[src/rtl/square_adder_ctrl.sv]
`default_nettype none
// ============================================================================
// Module      : square_adder_ctrl
// Description : Sequencer for the square_adder energy datapath. It runs a
//               detection pass: optionally accumulate N samples of
//               re^2+im^2 as a noise reference, clear the adder, accumulate N
//               samples as signal energy, then flag the signal as present
//               when signal >= noise + (thres << THRES_SHIFT). The sum is
//               saturated to 2^30-1.
//               Samples arrive on a valid/ready handshake. The adder is driven
//               by a clock enable (sa_en) and a one-cycle clear (sa_aclr).
// Config      : SQ_CTRL_NOISE_EN defined -> full noise + signal run.
//               Undefined -> the noise phase is skipped and noise reads 0.
// Ports       : clk, aclr_n (async active-low reset)
//               start, thres[11:0]        run request, threshold (latched)
//               sample_valid/sample_ready handshake, datar/datai samples
//               sa_datar/sa_datai/sa_en/sa_aclr -> square_adder, sa_sum <-
//               noise/signal[29:0], busy, done (pulse), comp_signal (result)
// Revision    : 1.0 - initial release
// ============================================================================
module square_adder_ctrl #(
  parameter int N           = 16,  // samples per accumulation phase (>= 1)
  parameter int ADDER_LAT   = 2,   // sa_en sample -> visible on sa_sum
  parameter int THRES_SHIFT = 8    // left shift applied to thres
) (
  input  logic        clk,
  input  logic        aclr_n,
  input  logic        start,
  input  logic        sample_valid,
  input  logic [7:0]  datar,
  input  logic [7:0]  datai,
  output logic        sample_ready,
  input  logic [11:0] thres,
  output logic [7:0]  sa_datar,
  output logic [7:0]  sa_datai,
  output logic        sa_en,
  output logic        sa_aclr,
  input  logic [29:0] sa_sum,
  output logic [29:0] noise,
  output logic [29:0] signal,
  output logic        busy,
  output logic        done,
  output logic        comp_signal
);

  // One counter serves both the sample count (ACC) and the drain wait.
  localparam int c_cnt_max = (N > ADDER_LAT + 1) ? N : ADDER_LAT + 1;
  localparam int c_cnt_w   = $clog2(c_cnt_max + 1);
  localparam logic [c_cnt_w-1:0] c_acc_last   = c_cnt_w'(N - 1);
  localparam logic [c_cnt_w-1:0] c_drain_last = c_cnt_w'(ADDER_LAT);
  localparam logic [29:0]        c_sum_max    = 30'h3FFF_FFFF;

  typedef enum logic [2:0] {
    S_IDLE    = 3'd0,
    S_CLR_N   = 3'd1,
    S_ACC_N   = 3'd2,
    S_DRAIN_N = 3'd3,
    S_CLR_S   = 3'd4,
    S_ACC_S   = 3'd5,
    S_DRAIN_S = 3'd6,
    S_DONE    = 3'd7
  } state_t;

  state_t               r_state;
  state_t               w_next;
  logic [c_cnt_w-1:0]   r_cnt;
  logic [11:0]          r_thres;
  logic [29:0]          r_signal;
  logic                 r_comp;
  logic                 r_sa_en;
  logic [7:0]           r_sa_datar;
  logic [7:0]           r_sa_datai;

  logic                 w_accept;
  logic                 w_acc_last;
  logic                 w_drain_last;
  logic [29:0]          w_noise_val;
  logic [30:0]          w_thr;
  logic [30:0]          w_sum;
  logic [29:0]          w_limit;

  // --------------------------------------------------------------------------
  // Next-state and state-decoded outputs
  // --------------------------------------------------------------------------
  always_comb begin
    w_next       = r_state;
    busy         = 1'b1;
    done         = 1'b0;
    sa_aclr      = 1'b0;
    sample_ready = 1'b0;
    case (r_state)
      S_IDLE: begin
        busy = 1'b0;
        if (start) begin
`ifdef SQ_CTRL_NOISE_EN
          w_next = S_CLR_N;
`else
          w_next = S_CLR_S;
`endif
        end
      end
      S_CLR_N: begin
        sa_aclr = 1'b1;
        w_next  = S_ACC_N;
      end
      S_ACC_N: begin
        sample_ready = 1'b1;
        if (sample_valid && w_acc_last) w_next = S_DRAIN_N;
      end
      S_DRAIN_N: begin
        if (w_drain_last) w_next = S_CLR_S;
      end
      S_CLR_S: begin
        sa_aclr = 1'b1;
        w_next  = S_ACC_S;
      end
      S_ACC_S: begin
        sample_ready = 1'b1;
        if (sample_valid && w_acc_last) w_next = S_DRAIN_S;
      end
      S_DRAIN_S: begin
        if (w_drain_last) w_next = S_DONE;
      end
      S_DONE: begin
        done   = 1'b1;
        w_next = S_IDLE;
      end
      default: begin
        w_next = S_IDLE;
      end
    endcase
  end

  assign w_accept     = sample_ready & sample_valid;
  assign w_acc_last   = (r_cnt == c_acc_last);
  assign w_drain_last = (r_cnt == c_drain_last);

  always_ff @(posedge clk or negedge aclr_n) begin
    if (!aclr_n) begin
      r_state <= S_IDLE;
    end else begin
      r_state <= w_next;
    end
  end

  // --------------------------------------------------------------------------
  // Sample / drain counter. Cleared in the CLR states and wrapped to 0 on the
  // last accept so the drain wait starts from 0 without an extra state.
  // --------------------------------------------------------------------------
  always_ff @(posedge clk or negedge aclr_n) begin
    if (!aclr_n) begin
      r_cnt <= '0;
    end else begin
      case (r_state)
        S_ACC_N, S_ACC_S: begin
          if (w_accept) r_cnt <= w_acc_last ? '0 : r_cnt + 1'b1;
        end
        S_DRAIN_N, S_DRAIN_S: begin
          r_cnt <= w_drain_last ? '0 : r_cnt + 1'b1;
        end
        default: begin
          r_cnt <= '0;
        end
      endcase
    end
  end

  // --------------------------------------------------------------------------
  // Sample register toward the adder: one sa_en pulse per accepted sample,
  // one cycle after the accept.
  // --------------------------------------------------------------------------
  always_ff @(posedge clk or negedge aclr_n) begin
    if (!aclr_n) begin
      r_sa_en    <= 1'b0;
      r_sa_datar <= '0;
      r_sa_datai <= '0;
    end else begin
      r_sa_en <= w_accept;
      if (w_accept) begin
        r_sa_datar <= datar;
        r_sa_datai <= datai;
      end
    end
  end

  assign sa_en    = r_sa_en;
  assign sa_datar = r_sa_datar;
  assign sa_datai = r_sa_datai;

  // --------------------------------------------------------------------------
  // Noise capture (only in the two-phase build)
  // --------------------------------------------------------------------------
`ifdef SQ_CTRL_NOISE_EN
  logic [29:0] r_noise;

  always_ff @(posedge clk or negedge aclr_n) begin
    if (!aclr_n) begin
      r_noise <= '0;
    end else if (r_state == S_DRAIN_N && w_drain_last) begin
      r_noise <= sa_sum;
    end
  end

  assign w_noise_val = r_noise;
`else
  assign w_noise_val = '0;
`endif

  assign noise = w_noise_val;

  // --------------------------------------------------------------------------
  // Comparison limit: noise + (thres << THRES_SHIFT), saturated to 2^30-1.
  // The 31-bit threshold is exact for THRES_SHIFT <= 19.
  // --------------------------------------------------------------------------
  assign w_thr   = 31'(r_thres) << THRES_SHIFT;
  assign w_sum   = {1'b0, w_noise_val} + w_thr;
  assign w_limit = w_sum[30] ? c_sum_max : w_sum[29:0];

  // Signal and result are written on the same edge (DRAIN_S -> DONE), so the
  // comparison uses sa_sum directly rather than the not-yet-updated r_signal.
  always_ff @(posedge clk or negedge aclr_n) begin
    if (!aclr_n) begin
      r_thres  <= '0;
      r_signal <= '0;
      r_comp   <= 1'b0;
    end else begin
      if (r_state == S_IDLE && start) begin
        r_thres <= thres;
        r_comp  <= 1'b0;
      end
      if (r_state == S_DRAIN_S && w_drain_last) begin
        r_signal <= sa_sum;
        r_comp   <= (sa_sum >= w_limit);
      end
    end
  end

  assign signal      = r_signal;
  assign comp_signal = r_comp;

endmodule
`default_nettype wire
[config.mk]
export PLATFORM = sky130hd
export DESIGN_NAME = square_adder_ctrl
export DESIGN_NICKNAME = d
export VERILOG_FILES = /design/src/rtl/square_adder_ctrl.sv
export SDC_FILE = /design/constraint.sdc
export NUM_CORES = 1
export LEC_CHECK = 0
export BUFFER_PORTS_ARGS = -buffer_cell sky130_fd_sc_hd__buf_2
export CORE_MARGIN = 2
export CORE_UTILIZATION = 47
export CTS_BUF_LIST = sky130_fd_sc_hd__clkbuf_8
export DETAILED_ROUTE_END_ITERATION = 7
export GPL_ROUTABILITY_DRIVEN = 0
export PLACE_DENSITY = 0.82
export SYNTH_ARGS = -nofsm -noshare
export SYNTH_HDL_FRONTEND = slang
export SYNTH_SLANG_ARGS = --single-unit
[constraint.sdc]
create_clock -name clk -period 1.9 [get_ports clk]
set_input_delay 0.095 -clock clk [delete_from_list [all_inputs] [get_ports clk]]
set_output_delay 0.095 -clock clk [all_outputs]
set_load 0.005 [all_outputs]
==> run summary <==
Layout Cells excl Fill: 563
CTS tree: built
Syn_area_per_cell: 11.78 um^2
Core Box Area: 7253 um^2
Initial antenna violation count: 0
Leakage: 0.002317 uW
Post-synth top area share: 48.14%
Final min period: 1.799 ns
Most used cell, CP: ha_1
Setup CP Type: flop to flop
Layout cell share with drive strength beyond 1: 41.81%
DP Area: 4073 um^2
Post-synth cell types: 49
Routed Antenna Nets: 0
Die Span Y: 90.72 um
Layout Utilization: 64.98%
Worst IR drop on VDD: 0.5817 mV
Post-synthesis async set-or-reset flop share: 100.0%
Die ar.: 8230 um^2
Cells after synthesis: 300
Post-detail-place hpwl: 5612 um
Crit end category: flop
MaxCap Viol Count: 0
Hold path depth: 2
Via count: 2704
Worst Hold Margin: 0.002997 ns
Sequential area share after synthesis: 48.14%
Drt wl/cell: 14.93 um
RSZ-0062 raised after global routing: yes
Adder and majority cell fraction of the synthesized area: 5.664%
Final WL: 8406 um
Initial core utilization: 48.73%
Row count: 31
Worst clock skew: 0.009850 ns
Final Cycle Share: 94.68%
Pin count of the biggest net entering global routing: 69
Synthesized area: 3535 um^2
Combinational family with the most area after synthesis: multiplexers
Latest clock arrival within the worst-skew pair: 0.34 ns
CP arrival: 2.02 ns
Post-Place Worst Slack: 0.07710 ns
CP max stage cell: dfrtp_1
Most common library cells after synthesis: dfrtp_1, mux2_2, buf_4
1st-pass router iterations: 4
ANT cells: 0
Power Dens Cells: 1325 nW/um^2
Worst path required time: 2.12 ns
Num ports: 144
R2R Setup Slk: 0.10 ns
Final instance area: 4713 um^2
Slew Limit Fails: 0
Final hold violation count: 0
Vias in the first global route: 2812
XOR/XNOR share of the synthesized area: 0.4956%
Placed cell count: 507
Reg2Reg Depth: 7
CTS Buf Count: 9
Global-route wire length before repair: 13520 um
Top post-synthesis cells by area: dfrtp_1, mux2_2, buf_4, ha_1, mux2_4
Syn. warnings: 0
Layout fillers: 549
P&R area growth vs syn: 33.35%
Tot GR Track Use: 20.95%
Crit path cell chain: ha_1, and3_1, ha_1, inv_1, o211ai_1, a211oi_2, a211o_1
Longest Clk Path Bufs: 2
Final setup viols: 0
Residual DRC: 0
Setup bufs post-CTS: 0
Post-synth top flop: dfrtp_1
Area share of and/or/nand/nor cells after synthesis: 10.69%
Crit-path max FO: 4
Largest area contributor in the netlist: dfrtp_1
Status: complete, no violations
IO Port Bufs: 113
Compound-Gate Fraction of Synth Area: 7.327%
Clk sinks: 68
Setup ws final: 0.1011 ns
Clock-pin transition on the worst setup and hold timing paths: 0.08 ns
Grt ovf: 0
Htree depth: 3
Multiplexer share of the synthesized area: 15.93%
Flops & latches, synth: 68
Routed vias/inst: 4.803
Post-synth EDFFs: 0
Type of origin of the critical path: flop
DRT iter0 DRCs: 159
Root Driver: clkbuf_8
Top-count cell post-synth: dfrtp_1
FMAX: 0.5559 GHz
Die Wd: 90.72 um
CP peak stage delay: 0.39 ns
Layout Nets: 537
Hold Path Class: input pin to flop
[where the power goes]
| part | leakage, uW | switching (uW) | internal, uW |
|---|---|---|---|
| registers | 0.000813 | 370 | 2080 |
| logic | 0.00139 | 1100 | 1320 |
| clock network | 0.000112 | 562 | 813 |
[cell families (layout without fill, tap and decap cells)]
kind of cell	count (synthesis)	in the layout
mux	47	47
flops	68	68
fa+ha+maj	16	16
other cells	1	30
xor+xnor	2	2
buf+inv	63	198
simple gates	59	59
compound gates	44	44
[cell usage in the layout, fill, tap and decap left out, types with 2 or more instances in the layout]
master         instances
nand3_1                3
o21ai_0               21
ha_1                  16
a211oi_1               2
xnor2_1                2
inv_1                 21
dlygate4sd3_1         40
nor3_1                 3
nor2_1                 3
bufinv_16              2
clkinvlp_4             2
a21oi_1               11
clkbuf_8              11
dfrtp_1               68
nor4_1                 4
buf_2                113
conb_1                30
nand4_1                4
mux2_2                38
or3_4                  2
buf_4                  7
nor2b_1                3
and3_1                 2
or4_1                  2
nand2_1               20
mux2_4                 9
and3b_1                2
[layout make-up]
class                   count  area (um^2)  area share [%]
flip-flops and latches     68         1702           36.10
multi-input cells         198         1535           32.57
repair buffers            161         1039           22.03
clock buffers              11        151.4           3.212
well taps                  99        123.9           2.628
clock inverters             5        83.83           1.779
inverters                  21        78.83           1.672
[critical path, delay by kind of cell (launching register included)]
family	cells	cell delay (ns)
adders and majority gates	2	0.46
AOI/OAI and AO/OA	3	0.59
DFF	1	0.39
and+or+nand+nor	1	0.20
buffers and inverters	1	0.05
[state kept, by name, indices dropped and copies added (netlist names)]
signal and flops:
r_state 3, r_cnt 5, signal 30, sa_datai 8, comp_signal 1, sa_en 1
sa_datar 8, r_thres 12
[per-layer routing]
layer	global-route usage, %	routed length, um
met2	38.18	4397
met1	23.11	3318
met4	8.590	98
met3	5.259	590
met5	0	0
[final timing paths]
kind / from / endpoint
setup / recovery: r_cnt[1]$_DFFE_PN0P_ / r_cnt[3]$_DFFE_PN0P_
hold / removal: sa_sum[16] / signal[16]$_DFFE_PN0P_
setup reg to reg: r_cnt[1]$_DFFE_PN0P_ / r_cnt[3]$_DFFE_PN0P_
hold reg to reg: signal[14]$_DFFE_PN0P_ / signal[14]$_DFFE_PN0P_
max in group asynchronous: aclr_n / sa_datar[7]$_DFFE_PN0P_
min in group asynchronous: aclr_n / signal[13]$_DFFE_PN0P_
[repair_timing]
action,CTS,global route
resized for setup,0,1
endpoints found under the setup margin,0,16
hold endpoints to repair,107,0
hold buffers,40,0
[metrics by stage]
| step | setup TNS (ns) | power, uW |
|---|---|---|
| detailed placement | 0 | 4792 |
| global placement | 0 | 4662 |
| CTS | 0 | 6257 |
| floorplan | 0 | 3962 |
| global route | -0.3081 | 6663 |
| finish | 0 | 6245 |
No activity file was read; power rests on OpenSTA's default activity.
